[src/rtl/aes_stream_ctrl_pkg.sv]
// Shared types and constants for the AES streaming controller.
package aes_package;

    localparam int AES_BLOCK_BYTES = 16;

    typedef enum logic [2:0] {
        IDLE,
        LOAD,
        REQ_SRC,
        WAIT_SRC,
        RUN,
        REQ_SNK,
        WAIT_SNK,
        FINISH
    } aes_stream_state_t;

endpackage

[src/rtl/aes_stream_ctrl_addr_gen.sv]
// Block address generator: base + index*stride, wrapping modulo 2^ADDR_W.
module aes_addr_gen #(
    parameter int ADDR_W = 32,
    parameter int IDX_W  = 16,
    parameter int STRIDE = 16
) (
    input  logic [ADDR_W-1:0] base_i,
    input  logic [IDX_W-1:0]  index_i,
    output logic [ADDR_W-1:0] addr_o
);

    // STRIDE is a power of two, so the multiply reduces to a shift.
    localparam int SHIFT = $clog2(STRIDE);

    logic [ADDR_W-1:0] idx_ext;

    assign idx_ext = ADDR_W'(index_i);
    assign addr_o  = base_i + (idx_ext << SHIFT);

endmodule

[src/rtl/aes_stream_ctrl.sv]
// Job sequencer: streams n_blocks AES blocks source -> engine -> sink.
module aes_stream_ctrl
    import aes_package::*;
#(
    parameter int ADDR_W      = 32,
    parameter int CNT_W       = 16,
    parameter int BLOCK_BYTES = AES_BLOCK_BYTES
) (
    input  logic              clk,
    input  logic              reset,
    input  logic              clear,
    input  logic              start_i,
    input  logic [CNT_W-1:0]  n_blocks_i,
    input  logic              mode_i,
    input  logic [ADDR_W-1:0] src_base_i,
    input  logic [ADDR_W-1:0] dst_base_i,
    output logic              src_req_o,
    output logic [ADDR_W-1:0] src_addr_o,
    input  logic              src_ready_i,
    input  logic              src_done_i,
    output logic              eng_start_o,
    output logic              eng_mode_o,
    input  logic              eng_done_i,
    output logic              snk_req_o,
    output logic [ADDR_W-1:0] snk_addr_o,
    input  logic              snk_ready_i,
    input  logic              snk_done_i,
    output logic              busy_o,
    output logic              done_o,
    output logic [CNT_W-1:0]  blk_cnt_o
);

    aes_stream_state_t state_q, state_d;
    logic [CNT_W-1:0]  cnt_q, cnt_d;
    logic [CNT_W-1:0]  n_q, n_d;
    logic              mode_q, mode_d;
    logic [ADDR_W-1:0] src_base_q, src_base_d;
    logic [ADDR_W-1:0] dst_base_q, dst_base_d;

    always_ff @(posedge clk) begin
        if (reset || clear) begin
            state_q    <= IDLE;
            cnt_q      <= '0;
            n_q        <= '0;
            mode_q     <= 1'b0;
            src_base_q <= '0;
            dst_base_q <= '0;
        end else begin
            state_q    <= state_d;
            cnt_q      <= cnt_d;
            n_q        <= n_d;
            mode_q     <= mode_d;
            src_base_q <= src_base_d;
            dst_base_q <= dst_base_d;
        end
    end

    // Request/strobe outputs decode state_q only, keeping inputs off the req paths.
    always_comb begin
        state_d     = state_q;
        cnt_d       = cnt_q;
        n_d         = n_q;
        mode_d      = mode_q;
        src_base_d  = src_base_q;
        dst_base_d  = dst_base_q;
        src_req_o   = 1'b0;
        snk_req_o   = 1'b0;
        eng_start_o = 1'b0;
        done_o      = 1'b0;
        case (state_q)
            IDLE: begin
                if (start_i) begin
                    n_d        = n_blocks_i;
                    mode_d     = mode_i;
                    src_base_d = src_base_i;
                    dst_base_d = dst_base_i;
                    state_d    = LOAD;
                end
            end
            LOAD: begin
                eng_start_o = 1'b1;
                cnt_d       = '0;
                state_d     = (n_q == '0) ? FINISH : REQ_SRC;
            end
            REQ_SRC: begin
                src_req_o = 1'b1;
                if (src_ready_i) state_d = WAIT_SRC;
            end
            WAIT_SRC: begin
                if (src_done_i) state_d = RUN;
            end
            RUN: begin
                if (eng_done_i) state_d = REQ_SNK;
            end
            REQ_SNK: begin
                snk_req_o = 1'b1;
                if (snk_ready_i) state_d = WAIT_SNK;
            end
            WAIT_SNK: begin
                if (snk_done_i) begin
                    cnt_d   = cnt_q + CNT_W'(1);
                    state_d = (cnt_d == n_q) ? FINISH : REQ_SRC;
                end
            end
            FINISH: begin
                done_o  = 1'b1;
                state_d = IDLE;
            end
            default: state_d = IDLE;
        endcase
    end

    assign busy_o     = (state_q != IDLE);
    assign eng_mode_o = mode_q;
    assign blk_cnt_o  = cnt_q;

    aes_addr_gen #(
        .ADDR_W (ADDR_W),
        .IDX_W  (CNT_W),
        .STRIDE (BLOCK_BYTES)
    ) u_src_addr (
        .base_i  (src_base_q),
        .index_i (cnt_q),
        .addr_o  (src_addr_o)
    );

    aes_addr_gen #(
        .ADDR_W (ADDR_W),
        .IDX_W  (CNT_W),
        .STRIDE (BLOCK_BYTES)
    ) u_snk_addr (
        .base_i  (dst_base_q),
        .index_i (cnt_q),
        .addr_o  (snk_addr_o)
    );

endmodule

[config.mk]
export PLATFORM = sky130hd
export DESIGN_NAME = aes_stream_ctrl
export DESIGN_NICKNAME = d
export VERILOG_FILES = /design/src/rtl/aes_stream_ctrl_pkg.sv /design/src/rtl/aes_stream_ctrl_addr_gen.sv /design/src/rtl/aes_stream_ctrl.sv
export SDC_FILE = /design/constraint.sdc
export NUM_CORES = 1
export LEC_CHECK = 0
export ABC_AREA = 1
export CAP_MARGIN = 15
export CORE_ASPECT_RATIO = 0.9
export CORE_MARGIN = 3
export CORE_UTILIZATION = 54
export CTS_CLUSTER_SIZE = 40
export DETAILED_ROUTE_END_ITERATION = 8
export PLACE_DENSITY = 0.88
export SLEW_MARGIN = 20
export SYNTH_ARGS = -nofsm -noshare
export SYNTH_HDL_FRONTEND = slang
export SYNTH_SLANG_ARGS = --single-unit
[constraint.sdc]
create_clock -name clk -period 5.2 [get_ports clk]
set_clock_uncertainty 0.15 [all_clocks]
set_input_delay 0.78 -clock clk [delete_from_list [all_inputs] [get_ports clk]]
set_output_delay 0.78 -clock clk [all_outputs]
set_load 0.01 [all_outputs]
==> key figures, run 1 <==
Setup path
  – Worst R2R End: src_base_q[4]
  – Worst Setup EP: snk_addr_o[23]
  – Reg2reg start: state_q[0]
  – Max FO, Critical Path: 10
  – Startpoint Class: register
  – Critical Path AT: between 3 and 4 ns
  – R2R cell count: 5
  – Worst setup path class: register to primary output
  – Required @ worst endpoint: between 4 and 5 ns
  – Worst setup startpoint: blk_cnt_o[2]
  – Element type at the critical path end: primary output
  – Setup slack, reg-to-reg: between 2 and 3 ns

Detailed routing
  – Via count: between 7,000 and 8,000
  – DRC: 0
  – WL per Instance: ~16 microns
  – Final ANT Viol Nets: 0
  – Vias per inst: ~5.5
  – Post-Route WL: slightly above 20 mm
  – Pre-antenna DRT Iters: 5
  – Starting DRT DRC Count: between 700 and 800

Timing
  – Setup Total Neg Slack: 0 ns
  – Final min period: approximately 4.1 ns
  – Unrepaired setup endpoints after global routing: no
  – Slew HR: approximately 40%
  – Worst-margin pin slew: 0.9120 ns
  – Final WS setup: around 1.1 ns
  – Final Slew Violations: 0
  – Hold Violations, Final: 0
  – FMAX: between 200 and 250 MHz
  – Final setup fails: 0
  – Fin crit share: roughly 80%

Global routing
  – Initial antenna violation count: 0
  – GRT Util Overall: between 20% and 30%
  – Largest net degree at the start of global routing: 95
  – Global route overflow: 0
  – GR Util met2: a little under half
  – Met3 usage: 6.939%
  – GR Util met1: approximately two fifths
  – Busiest layer in global routing: met2
  – First-pass GRT wire length: 32.53 mm
  – Number of global-route vias before repair: around 6,700

Logic synthesis
  – Sequential share of the synthesized area: 30.23%
  – Post-synthesis register bit count: 100
  – EDFF count, synth: 0
  – Number of distinct library cells after synthesis: 36
  – Synthesis Warnings: 0
  – Post-Syn Nets: ~1,100
  – Post-synth top flop: dfxtp_1
  – Avg Inst Size Synth: around 6.7 sq um
  – Post-Syn Instances: about 1,000
  – Ys async rst share: 0%
  – Post-Syn Area: 0.006623 sq mm

Clock tree
  – Worst skew pair latency: roughly 0.35 ns
  – CTS root buffer: clkbuf_16
  – Total CTS buffers: 9
  – Setup bufs post-CTS: 0
  – CTS tree: yes
  – H-tree Lvls: 3
  – Clk pin slew, worst setup/hold paths: ~0.07 ns
  – Clock buffer depth: 2
  – Clock Sinks: 100
  – Cts repair resizes: 0
  – Hold-fix buffers, CTS: 0

Final layout
  – Ant diodes: 0
  – Share of post-route cells with drive strength above 1: under 10%
  – Area grow syn2layout: 32.10%
  – Final #Nets: between 1,000 and 1,500
  – Fill count: between 900 and 1,000
  – Final core utilization: between 70% and 80%
  – Design Area, Final: just under 0.009 sq mm

Power and ir drop
  – Power density cells: about 210 mW/mm^2
  – Worst vdd ir: ~0.00026 V
  – Power Total: between 1.5 and 2 mW
  – Leakage power: approximately 3.4 nW

Die
  – Num ports: 176
  – DIE HEIGHT: 111.1 microns
  – Core box area: 0.01171 sq mm
  – Die ar.: approximately 0.014 sq mm
  – Die width: 122.7 microns
  – Placement row count: 37
  – Initial core utilization: a little under three fifths

Place
  – Placed cell area: between 0.008 and 0.009 sq mm
  – Hpwl dp: approximately 16 mm
  – Routability Congestion: roughly 0.96
  – Setup Slack @ Placement: approximately 1.5 ns
  – I/O Buffers: 175

Job
  – Maxcap violations: 0

Status
  – Status: completed

Min path
  – Worst min path class: register to register
==> how the worst min path moves through the flow <==
stage / endpoint / depth (start not counted) / startpoint / slack [ns]
floorplan: dst_base_q[0] / 2 / dst_base_q[0] / 0.27
global placement: dst_base_q[2] / 2 / dst_base_q[2] / 0.28
detailed placement: dst_base_q[3] / 2 / dst_base_q[3] / 0.29
CTS: src_base_q[3] / 2 / src_base_q[3] / 0.30
global route: dst_base_q[2] / 2 / dst_base_q[2] / 0.32
finish: src_base_q[3] / 2 / src_base_q[3] / 0.29
==> critical path, cell delays in order (launching register included) <==
cell and delay, ns:
dfxtp_1 0.58, ha_1 0.39, nand2_1 0.12, nand3_1 0.11, a21oi_1 0.23, o21ai_1 0.17, a21oi_1 0.28, nor2_1 0.07
nor2_1 0.13, xor2_1 0.20, clkdlybuf4s50_1 0.57
==> cells in the final DEF, fill, tap and decap left out, types with 2 or more instances in the layout <==
master	count
inv_1	142
and3_1	2
o211ai_1	4
o22ai_1	2
nor3_1	16
fa_1	2
buf_4	5
xor2_1	37
a21o_1	2
clkinv_2	2
ha_1	33
nor2_4	6
xnor3_1	2
nor2_2	3
o21ai_0	109
nor4_1	6
nand4_1	15
o21ai_2	2
a31oi_1	2
o21a_1	4
nand2_1	175
clkinvlp_4	2
a21oi_1	136
nand3_1	55
clkbuf_16	9
o21bai_1	5
nor2_1	67
dfxtp_1	100
clkdlybuf4s50_1	175
xnor2_1	14
nand2_2	6
==> area by class of cell <==
| class | instances | area [sq um] | share of cell area [%] |
|---|---|---|---|
| clock buffers | 10 | 239.0 | 2.732 |
| clock inverters | 6 | 63.81 | 0.7294 |
| inverters | 143 | 536.8 | 6.136 |
| multi-input cells | 712 | 3923 | 44.84 |
| flip-flops and latches | 100 | 2002 | 22.88 |
| well taps | 156 | 195.2 | 2.231 |
| repair buffers | 180 | 1789 | 20.45 |
==> sequential cells by signal (all words and copies together), names as in the netlist <==
name and flops:
blk_cnt_o 16, dst_base_q 32, eng_mode_o 1, n_q 16, src_base_q 32, state_q 3
==> cells by family (layout without fill, tap and decap cells) <==
kind of cell | Yosys count | in the layout | share of synthesized area (%)
AND/OR/NAND/NOR | 354 | 354 | 23.31
AO/OA/AOI/OAI | 270 | 270 | 21.35
flip-flops | 100 | 100 | 30.23
buffers and inverters | 180 | 339 | 10.84
adder cells (fa/ha/maj) | 35 | 35 | 6.839
XOR/XNOR | 53 | 53 | 7.425
==> power by group <==
group	switching (mW)	total [mW]	internal, mW	leakage [nW]
registers	0.0302	0.832	0.802	0.815
logic	0.171	0.341	0.169	2.45
clock network	0.303	0.689	0.386	0.144
total	0.505	1.86	1.36	3.41
==> synthesized netlist by cell type, types with 3 or more instances <==
library cell,number,share of area [%]
buf_2,10,0.76
xor2_1,37,4.9
nand3_1,56,4.2
a21oi_1,136,10
o21bai_1,5,0.57
inv_1,142,8.0
nor2_4,5,0.85
o21ai_0,109,8.2
nor4_1,6,0.57
clkbuf_1,19,1.1
buf_4,8,0.91
o211ai_1,4,0.45
nor2_1,68,3.9
xnor2_1,14,1.9
nand4_1,15,1.4
dfxtp_1,100,30
nand2_2,6,0.57
nand2_1,175,9.9
ha_1,33,6.2
nor2_2,3,0.28
o21a_1,4,0.45
nor3_1,16,1.2
==> stage by stage <==
step | cells | hold slack [ns]
after floorplan | 992 | 0.2740
after global placement | 1291 | 0.2808
after detailed placement | 1291 | 0.2885
after CTS | 1307 | 0.2991
after global routing | 1307 | 0.3155
final | 1307 | 0.2944
==> per-layer routing <==
metal	wire, microns	up-vias
met1	8668	3275
met2	9185	327
met4	555	0
met5	0	-
met3	2006	48
li1	-	3576
No activity file was read; power rests on OpenSTA's default activity.
==> run 2: changes to the inputs <==
Settings changed: CORE_UTILIZATION 54 to 50, PLACE_DENSITY 0.88 to 0.82.
Clock period 5.2 ns to 3.9 ns, I/O delays scaled along.
==> run 2 against run 1 <==
  * Routed wire length shrank 2.6%
  * Design area grew 1.1%
  * Critical path depth grew 1
  * Combinational power grew 31%
  * Flip-flop and latch count is the same
  * Via count shrank 2.3%
  * Sequential power grew 33%
  * First-iteration DRC count shrank 18%
  * Die area grew 7.6%
  * Largest power group unchanged
  * Highest routed layer unchanged
==> key figures, run 2 (synthesis results as in run 1) <==
Place
  – I/O Buffers: 175 (unchanged)
  – Routability Congestion: 0.9401 (-1.7%)
  – Hpwl dp: 15.33 mm (-3.0%)
  – Placed cell area: 0.008483 sq mm (+0.44%)

Timing
  – Final Slew Violations: 0 (unchanged)
  – Setup Total Neg Slack: 0 ns (unchanged)
  – Final min period: around 3.7 ns
  – Worst-margin pin slew: 0.7230 ns (-0.1890 ns)
  – Hold Violations, Final: 0 (unchanged)
  – Final setup fails: 0 (unchanged)
  – Unrepaired setup endpoints after global routing: no
  – Fin crit share: 94.92%
  – Slew HR: 51.80% (+13 points)
  – FMAX: roughly 270 MHz

Detailed routing
  – Starting DRT DRC Count: 589 (-18%)
  – Final ANT Viol Nets: 0 (unchanged)
  – Post-Route WL: 19.89 mm (-2.6%)
  – Via count: 7,063 (-2.3%)
  – Pre-antenna DRT Iters: 5 (unchanged)
  – Vias per inst: 5.363 (-3.0%)
  – DRC: 0 (unchanged)
  – WL per Instance: 15.10 microns (-3.3%)

Clock tree
  – CTS tree: yes
  – Clk pin slew, worst setup/hold paths: 0.07 ns (about the same)
  – Total CTS buffers: 9 (unchanged)
  – Clock Sinks: 100 (unchanged)
  – CTS root buffer: clkbuf_16
  – Clock buffer depth: 2 (unchanged)
  – H-tree Lvls: 3 (unchanged)
  – Worst skew pair latency: 0.35 ns (about the same)
  – Setup bufs post-CTS: 0 (unchanged)

Setup path
  – Worst setup path class: register to primary output
  – Startpoint Class: register
  – Critical Path AT: 2.97 ns (-0.22 ns)
  – Reg2reg start: blk_cnt_o[1]
  – Max FO, Critical Path: 7 (-3)
  – Setup slack, reg-to-reg: 1.59 ns (-1.02 ns)
  – Element type at the critical path end: primary output
  – R2R cell count: 11 (+6)
  – Worst R2R End: state_q[0]
  – Required @ worst endpoint: 3.16 ns (-1.11 ns)

Final layout
  – Area grow syn2layout: 33.53%
  – Top Registers: dst_base_q (32), src_base_q (32)
  – Design Area, Final: 0.008843 sq mm (+1.1%)
  – Final #Nets: 1,273 (+0.16%)
  – Final core utilization: 68.91% (-5.8 points)
  – Most frequent cells in the layout: nand2_1, clkdlybuf4s50_1, inv_1, a21oi_1, o21ai_0
  – Share of post-route cells with drive strength above 1: 4.857% (+1.4 points)
  – Ant diodes: 0 (unchanged)
  – Fill count: 1,137 (+20%)

Die
  – Die width: 127.3 microns (+3.7%)
  – Core box area: 0.01283 sq mm (+9.6%)
  – DIE HEIGHT: 115.2 microns (+3.7%)
  – Placement row count: 39 (+5.4%)
  – Num ports: 176 (unchanged)
  – Die ar.: 0.01466 sq mm (+7.6%)
  – Initial core utilization: 51.60% (-4.9 points)

Power and ir drop
  – Power density cells: 287.3 mW/mm^2 (+35%)
  – Power Total: 2.540 mW (+37%)
  – Worst vdd ir: 0.0001919 V (-26%)
  – Leakage power: 3.448 nW (+1.2%)

Min path
  – Worst min path class: register to register
  – Hold Crit Endpoint: eng_mode_o
  – Worst Hold Launch: eng_mode_o
  – Hold Path Depth: 2 (unchanged)

Global routing
  – GRT Util Overall: 26.51% (-3.1 points)
  – Largest net degree at the start of global routing: 85 (-11%)
  – Number of global-route vias before repair: 6,468 (-3.2%)
  – First-pass GRT wire length: 31.46 mm (-3.3%)
  – Initial antenna violation count: 0 (unchanged)
  – Global route overflow: 0 (unchanged)

Status
  – Status: completed

Job
  – Maxcap violations: 0 (unchanged)
==> run 2: changes by cell type in the layout (fill, tap and decap cells not counted), sizes merged <==
cell,delta
bufinv,+1
inv,+3
clkinv,-1
buf,+2
clkinvlp,-2
clkbuf,-1
==> run 2: metal layers <==
| layer | GRT usage (%) | wire (microns) |
|---|---|---|
| met2 | 41.39 | 8798 |
| met1 | 36.63 | 8946 |
| met3 | 6.363 | 1800 |
| met4 | 7.720 | 340 |
| met5 | 0 | 0 |
==> run 2: where the power goes <==
part	internal, mW	total (mW)	switching [mW]
registers	1.07	1.11	0.0393
clock network	0.568	0.986	0.418
logic	0.226	0.447	0.221
==> run 2: how the worst max path moves through the flow <==
stage	cells after the start	end	start
6_report	11	src_addr_o[30]	blk_cnt_o[0]
5_1_grt	11	src_addr_o[28]	blk_cnt_o[7]
4_1_cts	11	src_addr_o[24]	blk_cnt_o[0]
3_5_place_dp	11	src_addr_o[24]	blk_cnt_o[0]
3_3_place_gp	11	src_addr_o[24]	blk_cnt_o[0]
2_1_floorplan	10	src_addr_o[24]	blk_cnt_o[0]
==> run 2: stage by stage <==
stage / hold WS [ns] / cells / worst slack [ns]
2_1_floorplan: 0.2740 / 992 / 1.073
3_3_place_gp: 0.2810 / 1301 / 0.4855
3_5_place_dp: 0.2875 / 1301 / 0.4320
4_1_cts: 0.2966 / 1317 / 0.03385
5_1_grt: 0.3125 / 1317 / 0.003035
6_report: 0.2944 / 1317 / 0.1982
==> run 2: area by class of cell <==
| cell class | count | area [sq um] | area share [%] |
|---|---|---|---|
| clock buffer | 9 | 225.2 | 2.547 |
| clock inverter | 7 | 96.34 | 1.089 |
| inverter | 143 | 536.8 | 6.070 |
| multi-input combinational | 712 | 3950 | 44.67 |
| sequential | 100 | 2013 | 22.76 |
| tap | 164 | 205.2 | 2.320 |
| timing repair buffer | 182 | 1817 | 20.54 |
==> run 2: critical path, stage by stage (launching register included) <==
cell and delay (ns):
dfxtp_2 0.36, ha_2 0.22, fa_1 0.41, nand3_1 0.10, nand2_1 0.12, a21oi_4 0.21
inv_1 0.09, a21oi_2 0.18, o21ai_2 0.11, nand2_1 0.11, xor2_1 0.15, clkdlybuf4s50_1 0.55
==> run 2: repair_timing <==
item	in CTS	in global routing
gates resized for setup	0	16
setup endpoints to repair	0	13
hold buffers	0	0
==> run 3: changes to the inputs <==
Settings changed: CAP_MARGIN 15 to default.
==> results of run 3 <==
Final layout, timing and power as in run 2 (identical DEF).
